[src/rtl/pipeline_stage_reg.sv]
// Inter-stage pipeline register with valid/ready flow control.
// SKID=1 adds a second entry so in_ready comes straight from a flop.
// Optional perf counters are enabled by defining PIPE_STAGE_PERF_EN.
// clr and flush both turn the stage into a NOP bubble (all-zero payload).
module pipeline_stage_reg #(
    parameter int unsigned DATA_W = 128,
    parameter int unsigned EX_W   = 5,
    parameter int unsigned SKID   = 1
) (
    input  logic              clk,
    input  logic              clr_n,
    input  logic              clr,
    input  logic              flush,
    input  logic              in_valid,
    output logic              in_ready,
    input  logic [DATA_W-1:0] in_data,
    input  logic [EX_W-1:0]   in_ex,
    output logic              out_valid,
    input  logic              out_ready,
    output logic [DATA_W-1:0] out_data,
    output logic [EX_W-1:0]   out_ex,
    output logic [31:0]       stall_cnt,
    output logic [31:0]       bubble_cnt
);

    logic              out_valid_q, out_valid_d;
    logic [DATA_W-1:0] out_data_q, out_data_d;
    logic [EX_W-1:0]   out_ex_q, out_ex_d;
    logic              accept, drain, kill;

    assign accept = in_valid & in_ready;
    assign drain  = out_valid_q & out_ready;
    assign kill   = clr | flush;

    // Output register; cleared by async reset.
    always_ff @(posedge clk or negedge clr_n) begin
        if (!clr_n) begin
            out_valid_q <= 1'b0;
            out_data_q  <= '0;
            out_ex_q    <= '0;
        end else begin
            out_valid_q <= out_valid_d;
            out_data_q  <= out_data_d;
            out_ex_q    <= out_ex_d;
        end
    end

    assign out_valid = out_valid_q;
    assign out_data  = out_data_q;
    assign out_ex    = out_ex_q;

    if (SKID != 0) begin : gen_skid
        logic              skid_valid_q, skid_valid_d;
        logic [DATA_W-1:0] skid_data_q, skid_data_d;
        logic [EX_W-1:0]   skid_ex_q, skid_ex_d;

        // Skid entry register; holds the payload accepted while the output stalls.
        always_ff @(posedge clk or negedge clr_n) begin
            if (!clr_n) begin
                skid_valid_q <= 1'b0;
                skid_data_q  <= '0;
                skid_ex_q    <= '0;
            end else begin
                skid_valid_q <= skid_valid_d;
                skid_data_q  <= skid_data_d;
                skid_ex_q    <= skid_ex_d;
            end
        end

        // Ready depends only on skid occupancy, never on out_ready.
        assign in_ready = ~skid_valid_q;

        // Next state by (out_valid, skid_valid): EMPTY/BUSY/FULL.
        always_comb begin
            out_valid_d  = out_valid_q;
            out_data_d   = out_data_q;
            out_ex_d     = out_ex_q;
            skid_valid_d = skid_valid_q;
            skid_data_d  = skid_data_q;
            skid_ex_d    = skid_ex_q;
            if (kill) begin
                out_valid_d  = 1'b0;
                out_data_d   = '0;
                out_ex_d     = '0;
                skid_valid_d = 1'b0;
                skid_data_d  = '0;
                skid_ex_d    = '0;
            end else begin
                unique case ({out_valid_q, skid_valid_q})
                    2'b00: begin
                        if (accept) begin
                            out_valid_d = 1'b1;
                            out_data_d  = in_data;
                            out_ex_d    = in_ex;
                        end
                    end
                    2'b10: begin
                        if (accept && drain) begin
                            out_data_d = in_data;
                            out_ex_d   = in_ex;
                        end else if (accept) begin
                            skid_valid_d = 1'b1;
                            skid_data_d  = in_data;
                            skid_ex_d    = in_ex;
                        end else if (drain) begin
                            out_valid_d = 1'b0;
                            out_data_d  = '0;
                            out_ex_d    = '0;
                        end
                    end
                    2'b11: begin
                        if (drain) begin
                            out_data_d   = skid_data_q;
                            out_ex_d     = skid_ex_q;
                            skid_valid_d = 1'b0;
                            skid_data_d  = '0;
                            skid_ex_d    = '0;
                        end
                    end
                    default: begin
                        // Unreachable (skid full with output empty); recover to EMPTY.
                        out_valid_d  = 1'b0;
                        out_data_d   = '0;
                        out_ex_d     = '0;
                        skid_valid_d = 1'b0;
                        skid_data_d  = '0;
                        skid_ex_d    = '0;
                    end
                endcase
            end
        end
    end else begin : gen_no_skid
        assign in_ready = ~out_valid_q | out_ready;

        // Single register: load on accept, zero on drain without refill.
        always_comb begin
            out_valid_d = out_valid_q;
            out_data_d  = out_data_q;
            out_ex_d    = out_ex_q;
            if (kill) begin
                out_valid_d = 1'b0;
                out_data_d  = '0;
                out_ex_d    = '0;
            end else if (accept) begin
                out_valid_d = 1'b1;
                out_data_d  = in_data;
                out_ex_d    = in_ex;
            end else if (drain) begin
                out_valid_d = 1'b0;
                out_data_d  = '0;
                out_ex_d    = '0;
            end
        end
    end

`ifdef PIPE_STAGE_PERF_EN
    logic [31:0] stall_q, bubble_q;

    // Saturating perf counters; cleared by reset or clr, flush leaves them alone.
    always_ff @(posedge clk or negedge clr_n) begin
        if (!clr_n) begin
            stall_q  <= '0;
            bubble_q <= '0;
        end else if (clr) begin
            stall_q  <= '0;
            bubble_q <= '0;
        end else begin
            if (out_valid_q && !out_ready && (stall_q != 32'hFFFF_FFFF)) begin
                stall_q <= stall_q + 32'd1;
            end
            if (!out_valid_q && (bubble_q != 32'hFFFF_FFFF)) begin
                bubble_q <= bubble_q + 32'd1;
            end
        end
    end

    assign stall_cnt  = stall_q;
    assign bubble_cnt = bubble_q;
`else
    assign stall_cnt  = 32'd0;
    assign bubble_cnt = 32'd0;
`endif

endmodule

[config.mk]
export PLATFORM = sky130hd
export DESIGN_NAME = pipeline_stage_reg
export DESIGN_NICKNAME = d
export VERILOG_FILES = /design/src/rtl/pipeline_stage_reg.sv
export SDC_FILE = /design/constraint.sdc
export NUM_CORES = 1
export LEC_CHECK = 0
export BUFFER_PORTS_ARGS = -buffer_cell sky130_fd_sc_hd__clkbuf_2
export CAP_MARGIN = 10
export CORE_ASPECT_RATIO = 1.5
export CORE_UTILIZATION = 50
export CTS_BUF_LIST = sky130_fd_sc_hd__clkbuf_8
export DETAILED_ROUTE_END_ITERATION = 6
export PLACE_DENSITY = 0.79
export SYNTH_ARGS = -nofsm -noshare
export SYNTH_HDL_FRONTEND = slang
export SYNTH_SLANG_ARGS = --single-unit
[constraint.sdc]
create_clock -name clk -period 1.8 [get_ports clk]
set_input_delay 0.27 -clock clk [delete_from_list [all_inputs] [get_ports clk]]
set_output_delay 0.27 -clock clk [all_outputs]
set_load 0.02 [all_outputs]
==> flow_summary.ini <==
[logic_synthesis]
ys_warn_count = 0
async_reset_ff_share_pct = 100
syn_inst = 854
synth.avg_cell_area_um2 = 13.2
synth_enable_flop_cells = 0
ys_ff_latch = 268
ys_types = 27
ys_seq_area_share_pct = 59.3
synthesis.area_mm2 = 0.0113
ys.flop_type = dfrtp_1

[sta]
fin_setup_tns_ns = 0
fin_crit_sh_pct = 97.1
setup_slack_ns = 0.0519
relSlewSlack_pct = 64.1
rsz0062_at_grt = true
drv_slew = 0
worst_pin_slew_ns = 0.538
finalSetupViolCount = 0
max_freq_mhz = 572
final_hold_viol_count = 0
fin_crit_ns = 1.75
finalClockSkew_ns = 0.0104

[place]
dp_slack_ns = 0.0268
place.gp.congestion = 0.797
port-buffer-count = 273
dp_hpwl_um = 19200

[die]
die_area_mm2 = 0.0232
start_util_pct = 50.7
die_y_um = 186
coreArea_mm2 = 0.0223
rows = 67
ioPinCount = 338
die_w_um = 125

[critical_path]
cp_data_arrival_time_ns = 1.48
criticalPathCategory = flip-flop to output port
reg2reg_slack_ns = 0.06
timing.rr.end = out_data[3]$_DFFE_PN0P_
path_max_fanout = 12
end_kind = output port
r2r_start = gen_skid.skid_valid_q$_DFFE_PN0P_
cp_data_required_time_ns = 1.53
worstRegToRegCells = 6
startpoint_type = flip-flop

[clock_tree]
cts_buffer_depth = 3
insertion_delay_ns = 0.52
cts_tree = done
clk_pin_slew_ns = 0.06
cts-root-buf = clkbuf_8
numCtsBuffers = 40
htree_levels = 2
clkSinkCount = 268

[layout]
syn2layout_area_growth_pct = 33.3
final_layout_size_suffix_gt1_share_pct = 30.8
layout_common_cells = clkbuf_2 (271), dfrtp_1 (268), a32oi_1 (133), o2bb2ai_1 (133), a22o_1 (133)
diodes = 0
fin_util_pct = 67.6
fill_cells = 1542
nets = 1382
final_common_cell = clkbuf_2

[power_and_ir_drop]
p_per_area_mw_per_mm2 = 819
p_leak_nw = 7.31
ir_drop_v = 0.000673
p_total_w = 0.0123

[run_status]
violations = DRC
outcome = finished, violations left

[route]
vias_per_cell = 6.30
first_iter_violations = 739
drtAntennaViolNets = 0
dr.pass1.iters = 7
wl_per_cell_um = 21.9
vias = 9724
postRouteWirelength_um = 33800
route.detailed.drc = 60

[worst_hold_path]
min_from = in_data[86]
min_delay_path_depth = 2
min_to = gen_skid.skid_data_q[86]$_DFFE_PN0P_
hold_class = input pin to flip-flop

[global_route]
grt_max_degree = 68
grt_pass1_vias = 9668
grt_use_total_pct = 28.4
grt_pass1_wl_um = 52400
antenna_found_initial = 0
grt-ovfl-total = 0

[run]
maxCapViolCount = 0
-- power by group --
group | switching [W] | internal (W) | leakage (nW) | total (W)
registers | 0.0000798 | 0.00614 | 3.71 | 0.00622
clock network | 0.00228 | 0.00231 | 0.432 | 0.00459
logic | 0.000904 | 0.000625 | 3.17 | 0.00153
-- metal layers --
metal / routed length, um / GRT usage, % / up-vias
met5: 0 / 0 / -
met4: 1520 / 14.4 / 0
met3: 2540 / 5.84 / 129
met2: 16600 / 47.4 / 613
met1: 13100 / 35.4 / 4878
li1: - / - / 4104
-- cell families (layout without fill, tap and decap cells) --
| family | Yosys count | count (layout) | share of synthesized area, % |
|---|---|---|---|
| other cells | 1 | 64 | 0.0332 |
| simple gates | 11 | 11 | 0.698 |
| buf+inv | 169 | 519 | 8.57 |
| flops | 268 | 268 | 59.3 |
| compound gates | 405 | 405 | 31.4 |
-- metrics by stage --
step | instance area, um^2 | hold WS [ns] | cells
6_report | 15100 | 0.0266 | 1543
5_1_grt | 15100 | 0.00118 | 1543
4_1_cts | 15000 | 0.000146 | 1540
3_5_place_dp | 13100 | 0.264 | 1354
3_3_place_gp | 13100 | 0.263 | 1354
2_1_floorplan | 11500 | -0.0256 | 917
-- worst max path at each step --
stage / startpoint / end / slack (ns)
after CTS: gen_skid.skid_valid_q$_DFFE_PN0P_ / in_ready / 0.004
after global routing: out_valid$_DFFE_PN0P_ / out_data[87]$_DFFE_PN0P_ / -0.007
after detailed placement: out_valid$_DFFE_PN0P_ / out_data[79]$_DFFE_PN0P_ / 0.03
after global placement: gen_skid.skid_valid_q$_DFFE_PN0P_ / out_data[69]$_DFFE_PN0P_ / 0.13
after floorplan: out_valid$_DFFE_PN0P_ / out_data[10]$_DFFE_PN0P_ / 0.10
final: gen_skid.skid_valid_q$_DFFE_PN0P_ / in_ready / 0.05
-- area by class of cell --
| class | count | area [um^2] | share of cell area, % |
|---|---|---|---|
| multi-input cells | 480 | 3900 | 25.9 |
| inverters | 2 | 12.5 | 0.0830 |
| clock buffers | 46 | 633 | 4.20 |
| repair buffers | 451 | 3390 | 22.5 |
| well taps | 276 | 345 | 2.29 |
| flip-flops and latches | 268 | 6710 | 44.5 |
| clock inverters | 20 | 80.1 | 0.531 |
-- critical path: stages (launching register included) --
cell and delay [ns]:
dfrtp_1 0.40, buf_4 0.17, inv_6 0.08, buf_12 0.14, buf_4 0.15
-- flip-flops by register name, indices dropped and copies added (netlist names) --
signal	count
gen_skid.skid_data_q	128
out_data	128
gen_skid.skid_ex_q	5
out_ex	5
gen_skid.skid_valid_q	1
out_valid	1
-- synth_stat cells (2+ instances only) --
library cell | instances | area [um^2]
clkbuf_1 | 56 | 210
nand2b_1 | 2 | 12.5
dfrtp_1 | 268 | 6710
buf_6 | 2 | 22.5
o2bb2ai_1 | 133 | 1160
buf_2 | 36 | 180
a22o_1 | 133 | 1160
buf_4 | 73 | 548
a32oi_1 | 133 | 1160
-- timing repair --
item	CTS	global route
setup endpoints to repair	1	86
cloned	1	0
setup buffers	1	2
resized for setup	2	3
hold endpoints to repair	171	1
pin swaps	1	1
hold buffers	118	1
(Power assumes the default switching activity.)
